`src/rtl/dual_issue_scheduler_pkg.sv`:
```
// -----------------------------------------------------------------------------
// dual_issue_scheduler_pkg
// Shared constants and types for the dual-issue scheduler and its hazard
// checker.
//   MUX_*     : operand-B select encodings carried on the ex_mux_1_flag lanes.
//   REG_ZERO  : hard-wired zero register index. It never creates a hazard.
//   state_e   : issue FSM state.
//   lane_t    : the per-lane ALU control bundle. The same type is used for an
//               incoming slot, a registered lane and the split hold register.
// -----------------------------------------------------------------------------
package dual_issue_scheduler_pkg;

  localparam logic [1:0] MUX_REG   = 2'd0;
  localparam logic [1:0] MUX_IMM   = 2'd1;
  localparam logic [1:0] MUX_SHAMT = 2'd2;

  localparam logic [4:0] REG_ZERO  = 5'd0;

  typedef enum logic {
    ST_ISSUE = 1'b0,
    ST_SPLIT = 1'b1
  } state_e;

  typedef struct packed {
    logic [4:0] rs;
    logic [4:0] rt;
    logic [4:0] rd;
    logic       writes;
    logic [1:0] mux_1_flag;
    logic [3:0] alu_function;
  } lane_t;

  localparam lane_t LANE_NONE = '0;

endpackage

```
`src/rtl/dual_issue_scheduler_hazard_check.sv`:
```
// -----------------------------------------------------------------------------
// dual_issue_scheduler_hazard_check
// Purely combinational intra-pair dependency check. Slot 2 depends on slot 1
// when slot 1 writes a non-zero register that slot 2 reads (rs, or rt when rt
// is a real operand) or also writes (WAW). The forwarding unit can reuse it.
// Ports:
//   slot_valid_1/2 : both slots must hold an instruction for a hazard.
//   writes_1/2     : slot writes its rd.
//   uses_rt_2      : slot 2 reads rt as a register operand.
//   rd_1           : slot 1 destination.
//   rs_2/rt_2/rd_2 : slot 2 sources and destination.
//   dep            : slot 2 must not issue in the same cycle as slot 1.
// -----------------------------------------------------------------------------
module dual_issue_scheduler_hazard_check
  import dual_issue_scheduler_pkg::*;
(
  input  logic       slot_valid_1,
  input  logic       slot_valid_2,
  input  logic       writes_1,
  input  logic       writes_2,
  input  logic       uses_rt_2,
  input  logic [4:0] rd_1,
  input  logic [4:0] rs_2,
  input  logic [4:0] rt_2,
  input  logic [4:0] rd_2,
  output logic       dep
);

  logic producer;
  logic raw_rs;
  logic raw_rt;
  logic waw;

  // Slot 1 can only cause a hazard if it actually writes a real register.
  assign producer = slot_valid_1 && slot_valid_2 && writes_1 && (rd_1 != REG_ZERO);
  assign raw_rs   = (rs_2 == rd_1);
  assign raw_rt   = uses_rt_2 && (rt_2 == rd_1);
  assign waw      = writes_2 && (rd_2 == rd_1);

  assign dep = producer && (raw_rs || raw_rt || waw);

endmodule

```
`src/rtl/dual_issue_scheduler.sv`:
```
// -----------------------------------------------------------------------------
// dual_issue_scheduler
// Issue stage in front of the two-lane Execute block. A decoded pair is
// accepted when in_valid && in_ready and appears on the registered lane
// outputs one cycle later. Slot 1 always goes to lane 1, slot 2 always to
// lane 2. A dependent pair is split: lane 1 issues first, slot 2 is parked in
// a hold register and issues on lane 2 in the following cycle. in_ready is
// low during that cycle so upstream holds. stall freezes everything.
// Ports:
//   clk, reset             : core clock, synchronous active-high reset.
//   in_valid / in_ready    : pair handshake with decode.
//   stall                  : downstream hold, freezes all state.
//   slot_valid_n, rs_n, rt_n, rd_n, writes_n, mux_1_flag_n, Alu_function_n
//                          : decoded slot fields.
//   uses_rt_2              : slot 2 reads rt as a register operand.
//   issue_valid_n          : lane n carries a live instruction.
//   ex_*_n                 : registered lane n ALU control.
//   pair_count             : saturating count of dual issues of two valid slots.
//   split_count            : saturating count of split pairs.
// -----------------------------------------------------------------------------
module dual_issue_scheduler
  import dual_issue_scheduler_pkg::*;
#(
  parameter int CNT_W = 16
) (
  input  logic             clk,
  input  logic             reset,
  input  logic             in_valid,
  output logic             in_ready,
  input  logic             stall,
  input  logic             slot_valid_1,
  input  logic             slot_valid_2,
  input  logic [4:0]       rs_1,
  input  logic [4:0]       rs_2,
  input  logic [4:0]       rt_1,
  input  logic [4:0]       rt_2,
  input  logic [4:0]       rd_1,
  input  logic [4:0]       rd_2,
  input  logic             writes_1,
  input  logic             writes_2,
  input  logic             uses_rt_2,
  input  logic [1:0]       mux_1_flag_1,
  input  logic [1:0]       mux_1_flag_2,
  input  logic [3:0]       Alu_function_1,
  input  logic [3:0]       Alu_function_2,
  output logic             issue_valid_1,
  output logic             issue_valid_2,
  output logic [4:0]       ex_rs_1,
  output logic [4:0]       ex_rs_2,
  output logic [4:0]       ex_rt_1,
  output logic [4:0]       ex_rt_2,
  output logic [4:0]       ex_rd_1,
  output logic [4:0]       ex_rd_2,
  output logic             ex_writes_1,
  output logic             ex_writes_2,
  output logic [1:0]       ex_mux_1_flag_1,
  output logic [1:0]       ex_mux_1_flag_2,
  output logic [3:0]       ex_Alu_function_1,
  output logic [3:0]       ex_Alu_function_2,
  output logic [CNT_W-1:0] pair_count,
  output logic [CNT_W-1:0] split_count
);

  localparam logic [CNT_W-1:0] CNT_MAX = {CNT_W{1'b1}};

  state_e           state_q, state_d;
  lane_t            lane_1_q, lane_1_d;
  lane_t            lane_2_q, lane_2_d;
  lane_t            hold_q, hold_d;
  logic             issue_valid_1_q, issue_valid_1_d;
  logic             issue_valid_2_q, issue_valid_2_d;
  logic [CNT_W-1:0] pair_count_q, pair_count_d;
  logic [CNT_W-1:0] split_count_q, split_count_d;

  lane_t slot_1;
  lane_t slot_2;
  logic  dep;
  logic  accept;

  always_comb begin
    slot_1.rs           = rs_1;
    slot_1.rt           = rt_1;
    slot_1.rd           = rd_1;
    slot_1.writes       = writes_1;
    slot_1.mux_1_flag   = mux_1_flag_1;
    slot_1.alu_function = Alu_function_1;
    slot_2.rs           = rs_2;
    slot_2.rt           = rt_2;
    slot_2.rd           = rd_2;
    slot_2.writes       = writes_2;
    slot_2.mux_1_flag   = mux_1_flag_2;
    slot_2.alu_function = Alu_function_2;
  end

  dual_issue_scheduler_hazard_check u_hazard_check (
    .slot_valid_1 (slot_valid_1),
    .slot_valid_2 (slot_valid_2),
    .writes_1     (writes_1),
    .writes_2     (writes_2),
    .uses_rt_2    (uses_rt_2),
    .rd_1         (rd_1),
    .rs_2         (rs_2),
    .rt_2         (rt_2),
    .rd_2         (rd_2),
    .dep          (dep)
  );

  assign in_ready = (state_q == ST_ISSUE) && !stall;
  assign accept   = in_valid && in_ready;

  always_comb begin
    // NOTE: every *_d gets a hold default before any branch, so no path leaves
    // a signal unassigned and no latch is inferred.
    state_d         = state_q;
    lane_1_d        = lane_1_q;
    lane_2_d        = lane_2_q;
    hold_d          = hold_q;
    issue_valid_1_d = issue_valid_1_q;
    issue_valid_2_d = issue_valid_2_q;
    pair_count_d    = pair_count_q;
    split_count_d   = split_count_q;

    // With stall high the defaults above freeze everything, including the
    // issue_valid flags.
    if (!stall) begin
      unique case (state_q)
        ST_ISSUE: begin
          if (accept) begin
            lane_1_d = slot_1;
            if (dep) begin
              // Lane 2 fields keep their old contents; only the valid drops.
              issue_valid_1_d = 1'b1;
              issue_valid_2_d = 1'b0;
              hold_d          = slot_2;
              state_d         = ST_SPLIT;
              if (split_count_q != CNT_MAX) split_count_d = split_count_q + CNT_W'(1);
            end else begin
              lane_2_d        = slot_2;
              issue_valid_1_d = slot_valid_1;
              issue_valid_2_d = slot_valid_2;
              if (slot_valid_1 && slot_valid_2 && (pair_count_q != CNT_MAX)) begin
                pair_count_d = pair_count_q + CNT_W'(1);
              end
            end
          end else begin
            // Bubble: fields hold, only the valids drop.
            issue_valid_1_d = 1'b0;
            issue_valid_2_d = 1'b0;
          end
        end
        ST_SPLIT: begin
          lane_2_d        = hold_q;
          issue_valid_1_d = 1'b0;
          issue_valid_2_d = 1'b1;
          state_d         = ST_ISSUE;
        end
        default: state_d = ST_ISSUE;
      endcase
    end
  end

  // NOTE: state is updated with non-blocking assignments so every flop samples
  // the pre-edge value of every other flop, independent of statement order.
  // The hold register is cleared too: a split interrupted by reset must leave
  // nothing behind.
  always_ff @(posedge clk) begin
    if (reset) begin
      state_q         <= ST_ISSUE;
      lane_1_q        <= LANE_NONE;
      lane_2_q        <= LANE_NONE;
      hold_q          <= LANE_NONE;
      issue_valid_1_q <= 1'b0;
      issue_valid_2_q <= 1'b0;
      pair_count_q    <= '0;
      split_count_q   <= '0;
    end else begin
      state_q         <= state_d;
      lane_1_q        <= lane_1_d;
      lane_2_q        <= lane_2_d;
      hold_q          <= hold_d;
      issue_valid_1_q <= issue_valid_1_d;
      issue_valid_2_q <= issue_valid_2_d;
      pair_count_q    <= pair_count_d;
      split_count_q   <= split_count_d;
    end
  end

  assign issue_valid_1     = issue_valid_1_q;
  assign issue_valid_2     = issue_valid_2_q;
  assign ex_rs_1           = lane_1_q.rs;
  assign ex_rt_1           = lane_1_q.rt;
  assign ex_rd_1           = lane_1_q.rd;
  assign ex_writes_1       = lane_1_q.writes;
  assign ex_mux_1_flag_1   = lane_1_q.mux_1_flag;
  assign ex_Alu_function_1 = lane_1_q.alu_function;
  assign ex_rs_2           = lane_2_q.rs;
  assign ex_rt_2           = lane_2_q.rt;
  assign ex_rd_2           = lane_2_q.rd;
  assign ex_writes_2       = lane_2_q.writes;
  assign ex_mux_1_flag_2   = lane_2_q.mux_1_flag;
  assign ex_Alu_function_2 = lane_2_q.alu_function;
  assign pair_count        = pair_count_q;
  assign split_count       = split_count_q;

endmodule

```
`config.mk`:
```
export PLATFORM = sky130hd
export DESIGN_NAME = dual_issue_scheduler
export DESIGN_NICKNAME = d
export VERILOG_FILES = /design/src/rtl/dual_issue_scheduler_pkg.sv /design/src/rtl/dual_issue_scheduler_hazard_check.sv /design/src/rtl/dual_issue_scheduler.sv
export SDC_FILE = /design/constraint.sdc
export NUM_CORES = 1
export LEC_CHECK = 0
export CORE_ASPECT_RATIO = 1.1
export CORE_UTILIZATION = 51
export CTS_CLUSTER_SIZE = 40
export DETAILED_ROUTE_END_ITERATION = 6
export MAX_ROUTING_LAYER = met4
export PLACE_DENSITY = 0.93
export RECOVER_POWER = 25
export SLEW_MARGIN = 10
export SYNTH_ARGS = -nofsm -noshare
export SYNTH_HDL_FRONTEND = slang
export SYNTH_HIERARCHICAL = 1
export SYNTH_SLANG_ARGS = --single-unit
export TNS_END_PERCENT = 1
```
`constraint.sdc`:
```
create_clock -name clk -period 6.2 [get_ports clk]
set_input_delay 1.24 -clock clk [delete_from_list [all_inputs] [get_ports clk]]
set_output_delay 1.24 -clock clk [all_outputs]
set_load 0.01 [all_outputs]
```
After elaboration in Yosys (flattened, before gate mapping)

Index checks and enable logic that the tools add are counted.

Bits in registers: 101
Output and inout bits: 79

Add/subtract/negate cells: 2
Equality and inequality tests: 7
Multiplexer cells: 12
Bitwise operators: 3
Reductions and logical operators: 18

Operators by type and width:

| operator              | count |
|---|---|
| $mux 22               | 2 |
| $pmux 22 s2           | 1 |
| $add 16x1->16 const B | 2 |
| $ne 16x16->1 const B  | 2 |
| $eq 5x5->1            | 3 |
| $reduce_and 5->1      | 2 |
| $logic_and 1x1->1     | 9 |
| $mux 1                | 6 |
| $pmux 1 s2            | 3 |
| $reduce_and 3->1      | 2 |
| $reduce_bool 5->1     | 1 |
| $ne 2x2->1 const B    | 2 |
| $reduce_and 4->1      | 1 |
| $not 1->1             | 3 |
| $logic_or 1x1->1      | 2 |
| $logic_not 1->1       | 1 |

Logic depth before layout (Yosys ltp)

Gate-level depths: netlist of the first run.

Word-level depth: 8
Mapped depth: 10

By module

Netlist of the first run, hierarchy kept.

Modules (own cells, without submodules):

| module                            | instances | cells each | area an instance (sq um) |
|---|---|---|---|
| dual_issue_scheduler              | 1         | 506        | 4276.6 |
| dual_issue_scheduler_hazard_check | 1         | 24         | 186.4 |

Worst setup path after synthesis of the first run

No wires, ideal clock.

Path type: input-to-reg
Start: input rd_1[1]
End: register pair_count_q[14] (netlist: pair_count[14])
Data arrival time: 3.190 ns
Required time: 6.079 ns
Slack: 2.890 ns
Stages on the path: 8
Path through: or4_1 o2111ai_1 a21oi_1 and3b_1 buf_2 nand4_2 nor4_1 mux2_2

Longest elaborated chain between the ends: 7
Elaborated cells on any way between the ends: 12
Those cells by class: eq/ne: 3; bitwise: 1; reduce/logical: 8

RTL lines:

| what                                | line                                    | source |
|---|---|---|
| start: declaration                  | dual_issue_scheduler.sv:37              | `input logic [4:0] rd_1,` |
| $eq 5x5->1                          | dual_issue_scheduler_hazard_check.sv:37 | `assign raw_rt = uses_rt_2 && (rt_2 == rd_1);` |
| $logic_and 1x1->1                   | dual_issue_scheduler_hazard_check.sv:37 |  |
| $logic_or 1x1->1 (2 in a row)       | dual_issue_scheduler_hazard_check.sv:40 | `assign dep = producer && (raw_rs \|\| raw_rt \|\| waw);` |
| $logic_and 1x1->1 *                 | dual_issue_scheduler_hazard_check.sv:40 |  |
| named net dep                       | dual_issue_scheduler.sv:77              | `logic dep;` |
| $not 1->1 (no source line) *        | n/a                                     |  |
| $reduce_and 5->1 (no source line) * | n/a                                     |  |
| end signal: assignment              | dual_issue_scheduler.sv:183             | `pair_count_q <= pair_count_d;` |
| end: declaration                    | dual_issue_scheduler.sv:72              | `logic [CNT_W-1:0] pair_count_q, pair_count_d;` |

The timed path passes the listed nets; every way through them passes the cells marked *.
A chain may end at the register's enable or synchronous reset.

Worst setup path after layout of the first run

Start: input stall
End: output in_ready

Longest elaborated chain between the ends: 2

RTL lines:

| what               | line                        | source |
|---|---|---|
| start: declaration | dual_issue_scheduler.sv:30  | `input logic stall,` |
| $logic_not 1->1    | n/a                         |  |
| $logic_and 1x1->1  | dual_issue_scheduler.sv:108 | `assign in_ready = (state_q == ST_ISSUE) && !stall;` |
| end: declaration   | dual_issue_scheduler.sv:29  | `output logic in_ready,` |

Every way passes these cells.

==> results of run 1 <==
synth_stat cells, drive strengths merged, types with 2 or more instances:
library cell,n
nor2,26
o21ai,12
and3,2
inv,3
mux2i,22
o21bai,2
nand4,12
nand2b,2
and2,3
nor4,6
a211oi,22
ha,2
or4,15
and4,4
or3,11
buf,8
nand3,14
a21oi,77
o31ai,16
nor2b,4
clkbuf,27
nor3,8
xor2,10
mux2,3
nand2,102
dfxtp,101
nor3b,2
xnor2,5
where the power goes:
group	switching (mW)	total [mW]	internal [mW]
clock network	0.235	0.383	0.147
logic	0.0702	0.142	0.0716
registers	0.00946	0.675	0.666
sequential cells by signal, indices dropped and copies added, names as in the netlist, 5 cells and up:
signal,cells
hold_q,22
pair_count,16
split_count,16
ex_rd_1,5
ex_rd_2,5
ex_rs_1,5
ex_rs_2,5
ex_rt_1,5
ex_rt_2,5
cell type report:
cell class                      count  area share [%]
Multi-Input combinational cell    391            38.5
Sequential cell                   101            33.9
Timing Repair Buffer              133            22.1
Tap cell                          111            2.33
Clock buffer                        9            2.08
Clock inverter                      7           0.860
Inverter                            3           0.189
per-stage QoR:
stage                     setup WS, ns  std cells  hold slack, ns  cell area [µm²]  util (%)
after floorplan                   2.89        530           0.436             4460         -
after global placement            2.12        739           0.441             5790      68.5
after detailed placement          1.97        739           0.450             5790      68.5
after CTS                         2.24        755           0.464             5970      70.6
after global routing              2.12        755           0.482             5970      70.6
final                             2.25        755           0.459             5970      70.6
metal layers:
| layer | track usage, % | wire [µm] |
|---|---|---|
| met5 | - | 0 |
| met4 | 9.65 | 233 |
| met3 | 4.92 | 696 |
| met2 | 47.7 | 6110 |
| met1 | 31.6 | 4860 |
cell families (layout without fill, tap and decap cells):
logic type               after synthesis  count (layout)
adder cells (fa/ha/maj)                2               2
AO/OA/AOI/OAI                        131             131
XOR/XNOR                              15              15
AND/OR/NAND/NOR                      218             218
multiplexers                          25              25
buffers and inverters                 38             152
flip-flops                           101             101
placed cells by master, fill, tap and decap left out, types with 3 or more instances in the layout:
| cell | n |
|---|---|
| or4_1 | 15 |
| o21ai_0 | 11 |
| clkdlybuf4s50_1 | 83 |
| dlygate4sd3_1 | 45 |
| mux2i_1 | 22 |
| nor3_1 | 7 |
| buf_4 | 5 |
| o31ai_1 | 16 |
| dfxtp_1 | 100 |
| a21oi_1 | 76 |
| inv_1 | 3 |
| nand4_1 | 9 |
| xnor2_1 | 5 |
| or3_1 | 11 |
| nand2_1 | 102 |
| nor2b_1 | 4 |
| nor4_1 | 5 |
| mux2_2 | 3 |
| clkbuf_8 | 9 |
| and4_1 | 4 |
| nor2_1 | 26 |
| and2_1 | 3 |
| xor2_1 | 10 |
| nand3_1 | 14 |
| a211oi_1 | 22 |
final timing paths:
check                                             to  slack (ns)  cells past startpoint
worst max-delay path                        in_ready        2.25                      3
worst min-delay path            ex_Alu_function_1[0]        0.46                      2
worst max register to register            ex_rs_2[4]        3.79                      4
worst min register to register  ex_Alu_function_1[0]        0.46                      2
critical path: cells and delay by family:
kind	cells	cell delay, ns
AND/OR/NAND/NOR	1	0.26
buffers and inverters	2	1.22
==> results.toml, run 1 <==
[clock_tree]
holdBufCountCts = 0
htreeDepth = 3
cts_buffers = 9
clock_path_buffers = 2
cts_tree = "built"
cts_root_buf = "clkbuf_8"
path_clk_slew_ns = 0.10
cts_resized = 0
cts_setup_buffers = 0
cts.sinks = 101
clk-insertion-delay-late_ns = 0.36

[logic_synthesis]
synth-edff-count = 0
yosys-top-cells-area = "dfxtp_1 45%, a21oi_1 8.6%, nand2_1 8.6%"
ys_types = 45
ys_seq_area_share_pct = 45.3
netlist_area_mm2 = 0.00446
synth_top_area_share_pct = 45.3
synth_simple_gate_area_share_pct = 24.9
synth-seq-cells = 101
synth_cells = 530
synth_mux_area_share_pct = 5.69
async_reset_ff_share_pct = 0
synth_warnings = 6
synth-compound-area-share_pct = 17.0
synth_xor_area_share_pct = 2.94
synth.largest_area_cell = "dfxtp_1"
syn_area_per_cell_um2 = 8.42
synth_fp_nets = 583
synth-adder-area-share_pct = 0.561
ys.flop_type = "dfxtp_1"
synth_top_family_by_area = "simple AND/OR/NAND/NOR gates"

[sta]
tns_ns = 0
fmax_mhz = 253
finClkSkew_ns = 0.00689
tightest_slew_ns = 1.05
setup_viol = 0
period_share_pct = 63.7
relSlewSlack_pct = 29.7
rsz0062_at_grt = "no"
hold_viol_final = 0
fin_crit_ns = 3.95
slew_violations = 0

[global_routing]
grt_pass1_vias = 4230
grt_util_all_layers_pct = 27.3
grt_max_degree = 105
globalRouteOverflowTotal = 0
antenna_found_initial = 0
grt_pass1_wl_um = 19700

[detailed_routing]
wl_per_cell_um = 15.8
detailedRoute.firstPassIterationCount = 5
vias_per_cell = 5.83
drc = 0
postRouteAntennaNets = 0
drt_wl_total_um = 11900
drt_iter0_drc = 308
vias = 4400

[critical_path]
critPathSlowestCell = "clkdlybuf4s50_1"
crit_path_cell_trace = "clkdlybuf4s50_1, nor2_1, clkdlybuf4s50_1"
timing.rr.start = "state_q"
required_ns = 4.96
startpoint = "stall"
slowest_delay_ns = 0.63
start_kind = "primary input"
crit_type = "primary input to output pin"
timing.critical_path.mode_cell = "clkdlybuf4s50_1"
endpoint_kind = "output pin"
critPathArrivalTime_ns = 2.71
critPathMaxFanout = 9

[die]
die_x_um = 91.2
start_util_pct = 52.8
chipHeight_um = 100
row_count = 35
dieArea_mm2 = 0.00913
ios = 130
coreArea_mm2 = 0.00845

[place]
numPortBuffers = 129
dpl.hpwl_um = 8440
place.gp.congestion = 0.868

[final_layout]
antenna_cells = 0
drive_gt1_share_pct = 5.12
fill_cells = 601
multi_input_area_mm2 = 0.00230
layout.nets = 692
synthToLayoutAreaGrowth_pct = 33.7
seq_area_mm2 = 0.00202

[power]
leakage_nw = 2.03
power_mw = 1.20
peakVddDrop_uv = 194
powerDensity_mw_per_mm2 = 201

[job]
cap_violations = 0

[hold_path]
min_path_type = "flip-flop to flip-flop"
hp-start = "ex_Alu_function_1[0]"

[status]
status = "finished, final reports clean"
(Power assumes the default switching activity.)
==> run 2, diff against run 1 <==
--- a/config.mk
+++ b/config.mk
@@ -6,11 +6,11 @@
 export NUM_CORES = 1
 export LEC_CHECK = 0
 export CORE_ASPECT_RATIO = 1.1
-export CORE_UTILIZATION = 51
+export CORE_UTILIZATION = 47
 export CTS_CLUSTER_SIZE = 40
 export DETAILED_ROUTE_END_ITERATION = 6
 export MAX_ROUTING_LAYER = met4
-export PLACE_DENSITY = 0.93
+export PLACE_DENSITY = 0.87
 export RECOVER_POWER = 25
 export SLEW_MARGIN = 10
 export SYNTH_ARGS = -nofsm -noshare
==> constraint.sdc (replaced) <==
create_clock -name clk -period 4.1 [get_ports clk]
set_input_delay 0.82 -clock clk [delete_from_list [all_inputs] [get_ports clk]]
set_output_delay 0.82 -clock clk [all_outputs]
set_load 0.01 [all_outputs]
==> run 2 against run 1 <==
Effect of this change: via count shrank 1.6%; design area up 0.75%; clock power increased by 59%; clock skew up 0.0076 ns; sequential cell count stayed put; first-iteration DRC count decreased by 23%; sequential share of layout area is 0.25 points lower; worst hold slack got worse by 0.0013 ns; routed wire length down 0.69%; non-clock buffer count did not move; cell count rose by 0.53%; global-route usage down 2.9 points.
==> results.toml, run 2 (synthesis gave the netlist of run 1 again) <==
[status]
status = "finished, final reports clean"

[critical_path]
crit_path_cell_trace = "clkdlybuf4s50_1, xor2_1, nor4_1, nand3_1, a21oi_1, and4bb_1, nand4_4, or4_1, a21oi_1"
crit_type = "primary input to flip-flop"
required_ns = 4.38
timing.critical_path.mode_cell = "a21oi_1"
critPathArrivalTime_ns = 3.76
critPathSlowestCell = "and4bb_1"
start_kind = "primary input"
path_buf_inv = 1
slowest_delay_ns = 0.55
crit_family = "simple AND/OR/NAND/NOR gates"
critPathMaxFanout = 11
endpoint_kind = "flip-flop"

[clock_tree]
clk-insertion-delay-late_ns = 0.36
cts.sinks = 101
cts_root_buf = "clkbuf_8"
cts_buffers = 9
cts_setup_buffers = 0
path_clk_slew_ns = 0.10
holdBufCountCts = 0
cts_tree = "built"
clock_path_buffers = 2
htreeDepth = 3
cts_resized = 0

[die]
die_x_um = 94.9
row_count = 36
dieArea_mm2 = 0.00989
ios = 130
chipHeight_um = 104
coreArea_mm2 = 0.00905
start_util_pct = 49.3

[sta]
finClkSkew_ns = 0.0145
setup_viol = 0
tns_ns = 0
timing.final.ws_setup_ns = 0.623
relSlewSlack_pct = 29.0
rsz0062_at_grt = "no"
fmax_mhz = 288
slew_violations = 0
hold_viol_final = 0
timing.hold.ws_ns = 0.458
fin_crit_ns = 3.48
period_share_pct = 84.8
tightest_slew_ns = 1.06

[power]
power_frac_comb_pct = 11.7
p_int_mw = 1.37
peakVddDrop_uv = 232
p_sw_mw = 0.481
powerDensity_mw_per_mm2 = 307
clock_power_share_pct = 33.0
p_sw_share_pct = 26.1
leakage_nw = 2.06
power.share.sequential_pct = 55.3

[final_layout]
largest-register = "hold_q"
synthToLayoutAreaGrowth_pct = 34.7
fin_cells = 759
layout.nets = 692
final_common_cell = "nand2_1"
largest_reg_flops = 22
drive_gt1_share_pct = 5.12
fill_cells = 708
final_cell_mix = "102 x nand2_1, 100 x dfxtp_1, 83 x clkdlybuf4s50_1"

[detailed_routing]
drc = 0
vias_per_cell = 5.70
postRouteAntennaNets = 0
drt_iter0_drc = 237
wl_per_cell_um = 15.6
vias = 4329
detailedRoute.firstPassIterationCount = 5
drt_wl_total_um = 11800

[place]
place.gp.congestion = 0.810
dpl.hpwl_um = 8370
dp_slack_ns = 0.313
dp.cells = 742
numPortBuffers = 129

[hold_path]
min_path_type = "flip-flop to flip-flop"

[global_routing]
grt_pass1_wl_um = 18900
grt_max_degree = 105
globalRouteOverflowTotal = 0
grt_util_all_layers_pct = 24.4
antenna_found_initial = 1
grt_pass1_vias = 4076

[job]
cap_violations = 0
## run 2: cell types whose count changed in the layout (fill, tap and decap cells not counted), sizes merged
cell	delta
clkinv	-2
clkbuf	+1
diode	+1
inv	+1
## run 2: power by group through the flow
stage               registers (mW)  clock network [mW]  logic [mW]
floorplan                     1.05                   0      0.0802
global placement              1.04                   0       0.219
detailed placement            1.04                   0       0.224
CTS                           1.02               0.620       0.226
global route                  1.02               0.663       0.233
finish                        1.02               0.609       0.216
## run 2: routing by layer
layer	track usage [%]	wire length, µm
met2	40.0	5850
met5	-	0
met1	29.0	4910
met3	4.75	730
met4	10.2	335
## run 2: area by class of cell
cell class	count	area [µm²]	share of cell area, %
antenna	1	2.50	0.0416
clock buffer	10	138	2.29
clock inverter	6	55.1	0.916
inverter	3	11.3	0.187
multi-input combinational	391	2310	38.4
sequential	101	2020	33.7
tap	114	143	2.37
timing repair buffer	133	1330	22.1
## run 2: worst register-to-register path: stages (launching register included)
cell      delay [ns]
dfxtp_2         0.60
and4bb_1        0.69
nand4_4         0.21
or4_1           0.50
a21oi_1         0.15
## run 2: stage by stage
stage	instance area, µm²	total power, mW	utilization [%]
after floorplan	4460	1.13	-
after global placement	5810	1.26	64.2
after detailed placement	5810	1.27	64.2
after CTS	6000	1.87	66.3
after global routing	6010	1.92	66.4
final	6010	1.85	66.4
## run 2: final timing paths
check	from	to	slack [ns]	cells past startpoint
hold reg to reg	hold_q[14]	hold_q[14]	0.46	2
setup reg to reg	state_q	split_count[13]	1.88	4
setup / recovery	rd_1[1]	split_count[13]	0.62	9
hold / removal	hold_q[14]	hold_q[14]	0.46	2
==> run 3, diff against run 2 <==
==> constraint.sdc (replaced) <==
create_clock -name clk -period 3.3 [get_ports clk]
set_input_delay 0.66 -clock clk [delete_from_list [all_inputs] [get_ports clk]]
set_output_delay 0.66 -clock clk [all_outputs]
set_load 0.01 [all_outputs]
==> run 3 against run 2 <==
Effect of this change: via count up 3.4%; count of clock-buffer cells in the layout is the same; first-iteration DRC count shrank 2.5%; largest cell class unchanged; total power grew 25%; combinational power rose by 33%; clock skew is 0.00091 ns lower; core utilization grew 2.0 points; sequential cell count is the same.
==> results.toml, run 3 (synthesis gave the netlist of run 1 again) <==
[detailed_routing]
postRouteAntennaNets = 0
drt_wl_total_um = 12300
vias = 4476
drc = 0
drt_iter0_drc = 231
detailedRoute.firstPassIterationCount = 5
vias_per_cell = 5.71
wl_per_cell_um = 15.6

[sta]
tightest_slew_ns = 0.880
finClkSkew_ns = 0.0136
slew_violations = 0
period_share_pct = 96.0
fin_crit_ns = 3.17
hold_viol_final = 0
timing.final.ws_setup_ns = 0.132
relSlewSlack_pct = 41.3
rsz0062_at_grt = "no"
fmax_mhz = 316
tns_ns = 0
setup_viol = 0

[place]
dp.cells = 768
numPortBuffers = 129
place.gp.congestion = 0.896
postPlaceCellArea_mm2 = 0.00600
dpl.hpwl_um = 8840
dp_slack_ns = -0.280

[global_routing]
grt_util_all_layers_pct = 26.1
grt_pass1_vias = 4292
globalRouteOverflowTotal = 0
antenna_found_initial = 0
grt_pass1_wl_um = 20000
grt_max_degree = 44

[critical_path]
rr_endpoint = "pair_count[5]"
endpoint = "split_count[13]"
r2r_cells = 6
crit_path_cell_trace = "clkdlybuf4s50_1, xor2_1, nor4_2, a31oi_1, a21oi_1, buf_4, and4bb_1, nand4_4, or4_1, a21oi_1"
critPathArrivalTime_ns = 3.47
timing.critical_path.mode_cell = "a21oi_1"
endpoint_kind = "flip-flop"
critPathMaxFanout = 8
required_ns = 3.60
slowest_delay_ns = 0.53
crit_type = "primary input to flip-flop"
start_kind = "primary input"
critPathSlowestCell = "clkdlybuf4s50_1"
startpoint = "rd_1[3]"
timing.rr.start = "pair_count[0]"
rrSetupSlack_ns = 1.10

[clock_tree]
holdBufCountCts = 0
cts_root_buf = "clkbuf_8"
cts.sinks = 101
htreeDepth = 3
clk-insertion-delay-late_ns = 0.37
path_clk_slew_ns = 0.10
clock_path_buffers = 2
cts_resized = 0
cts_tree = "built"
cts_buffers = 9
cts_setup_buffers = 0

[final_layout]
fin_cells = 784
largest-register = "hold_q"
final_cell_mix = "102 x nand2_1, 100 x dfxtp_1, 83 x clkdlybuf4s50_1"
layout.nets = 718
final_area_mm2 = 0.00619
drive_gt1_share_pct = 8.96
utilization_pct = 68.4
synthToLayoutAreaGrowth_pct = 38.8
largest_reg_flops = 22
antenna_cells = 0
final_common_cell = "nand2_1"

[die]
dieArea_mm2 = 0.00989
start_util_pct = 49.3
ios = 130
die_x_um = 94.9
coreArea_mm2 = 0.00905
row_count = 36
chipHeight_um = 104

[power]
peakVddDrop_uv = 298
leakage_nw = 2.17
powerDensity_mw_per_mm2 = 372

[job]
cap_violations = 0

[hold_path]
min_path_type = "flip-flop to flip-flop"

[status]
status = "finished, final reports clean"
==> run 3: critical path: cells and delay by family <==
kind | cells | cell delay [ns]
and+or+nand+nor | 4 | 1.30
buffers and inverters | 2 | 0.70
AOI/OAI and AO/OA | 3 | 0.56
xor gates and xnor gates | 1 | 0.24
==> run 3: how the worst min path moves through the flow <==
stage	start	to	slack, ns	cells past startpoint
floorplan	hold_q[0]	hold_q[0]	0.44	2
global placement	hold_q[9]	hold_q[9]	0.44	2
detailed placement	hold_q[2]	hold_q[2]	0.45	2
CTS	hold_q[21]	hold_q[21]	0.46	2
global route	hold_q[12]	hold_q[12]	0.48	2
finish	hold_q[2]	hold_q[2]	0.46	2
==> run 3: report_power, final <==
part	internal, mW	switching, mW	total, mW	leakage (nW)
Sequential	1.25	0.0176	1.27	0.821
Combinational	0.151	0.137	0.288	1.25
Clock	0.301	0.449	0.750	0.0928
Total	1.70	0.604	2.31	2.17
==> run 3: metal layers <==
| metal | GRT usage, % | up-vias | share of wire [%] |
|---|---|---|---|
| li1 | - | 2161 | - |
| met1 | 31.5 | 2109 | 42 |
| met2 | 41.6 | 175 | 48 |
| met3 | 5.99 | 31 | 6.9 |
| met4 | 10.4 | 0 | 2.7 |
| met5 | - | - | 0 |
==> run 3: final cells by class <==
class	instances	area (µm²)
clock buffer	10	138
clock inverter	6	47.5
fill	708	2860
inverter	3	11.3
multi-input combinational	391	2310
sequential	101	2020
tap	114	143
timing repair buffer	159	1530
==> run 3: stage by stage <==
stage               power (mW)  hold WS (ns)
detailed placement        1.59         0.448
finish                    2.31         0.460
CTS                       2.32         0.462
global placement          1.59         0.441
floorplan                 1.41         0.436
global route              2.41         0.480
==> edit (flow settings as in run 3) <==
The parameter `CNT_W` goes from 16 to 12.
--- a/src/rtl/dual_issue_scheduler.sv
+++ b/src/rtl/dual_issue_scheduler.sv
@@ -21,7 +21,7 @@
 module dual_issue_scheduler
   import dual_issue_scheduler_pkg::*;
 #(
-  parameter int CNT_W = 16
+  parameter int CNT_W = 12
 ) (
   input  logic             clk,
   input  logic             reset,
Ports: changed (resized pair_count and split_count); port bits go from 130 to 122. No check against the original RTL was run, so the function may have changed too.
==> edit against run 3 <==
Setup slack improved by 0.062 ns; clock skew fell by 0.0051 ns; synthesized area fell by 9.6%; sequential cell count fell by 8; via count fell by 12%; design area fell by 9.3%; synthesized cell count fell by 10%; power fell by 7.4%; sequential power fell by 8%; wire length fell by 12%; largest cell class unchanged.
==> edit: results (changes against run 3) <==
WL met2 5449 um (-8.2%); arrival time at the worst endpoint 3.35 ns (-0.12 ns); worst-margin pin slew 0.7417 ns (-0.1387 ns); clock latency at the later pin of the worst-skew pair 0.35 ns (-0.02 ns); run status complete, no violations; Fillers 697 (-1.6%); # clock sinks 93 (-7.9%); Clock buf/inv share 3.116% (+0.13 points); largest net degree at the start of global routing 45 (+2.3%); met1 Use GR 27.99% (-3.5 points); drc violations 0 (unchanged); total leakage power 0.002040 uW (-5.9%); Port Buffers 121 (-6.2%); synth cell count leaders 104 x nand2_1, 93 x dfxtp_1, 61 x a21oi_1; dpl hpwl 7626 um (-14%); Area Growth Syn to Fin 39.27%; met2 Track Usage GR 41.93% (+0.30 points); Worst Path Max Fanout 5 (-3); sequential area share after synthesis 46.13% (+0.82 points); share of layout cells above drive strength 1 7.934% (-1.0 points); Setup Slack @ Placement -0.1367 ns (+0.1429 ns); Pint 1576 uW (-7.4%); Multi-input gate area 0.002051 sq mm (-11%); fraction of area in registers 33.12% (+0.46 points); Taps Inserted 111 (-2.6%); vias in the first global route 3691 (-14%); Avg Inst Size Synth 8.462 sq um (+0.49%); 1st-pass router iterations 4 (-1); gr usage total 24.39% (-1.7 points); syn_nets 530 (-9.1%); vias per cell 5.517 (-3.4%); WL met3 402 um (-53%); placed inst area 0.005446 sq mm (-9.3%); Routed WL 10820 um (-12%); DR iter-0 viols 157 (-32%); Clock Pin Slew Worst Setup and Hold Paths 0.09 ns; total number of vias 3950 (-12%); multi-input gate count 350 (-10%); Slowest-stage cell, CP clkdlybuf4s50_1; GR Layer Usage met3 3.670% (-2.3 points); dpl cells 700 (-8.9%); Non-clock buffering overhead 24.62% (-0.025 points); Post-Route M1 WL 4609 um (-10%); setup skew after layout 0.008521 ns (-0.005070 ns); clk_buf instances 9 (-1); count of non-CTS buffers in the layout 143 (-10%); count of unique library cells instantiated by Yosys 46 (+2.2%); routability cong. 0.8574 (-4.3%); NumNets Final 653 (-9.1%); first-pass GRT wire length 17210 um (-14%); Max rail drop VDD 0.0002345 V (-21%)
==> edit: worst paths after layout <==
check                       from              end  slack (ns)  cells after the start
setup / recovery         rd_1[4]  split_count[11]        0.19                      9
hold / removal        ex_rd_1[1]       ex_rd_1[1]        0.46                      2
setup reg to reg  split_count[0]   split_count[4]        1.34                      5
hold reg to reg       ex_rd_1[1]       ex_rd_1[1]        0.46                      2
==> edit: power by group through the flow <==
stage                     sequential, uW  combinational [uW]  clock (uW)
after global placement              1200                 279           0
after global routing                1180                 300         759
after floorplan                     1210                98.1           0
final                               1170                 278         686
after CTS                           1170                 289         695
after detailed placement            1200                 286           0
==> edit: logic make-up (layout without fill, tap and decap cells) <==
logic type | after synthesis | count (layout) | share of synthesized area [%]
compound gates | 108 | 108 | 16.34
simple gates | 198 | 198 | 23.50
xor+xnor | 15 | 15 | 3.255
fa+ha+maj | 2 | 2 | 0.6199
flops | 93 | 93 | 46.13
mux | 27 | 27 | 6.819
buf+inv | 34 | 162 | 3.348
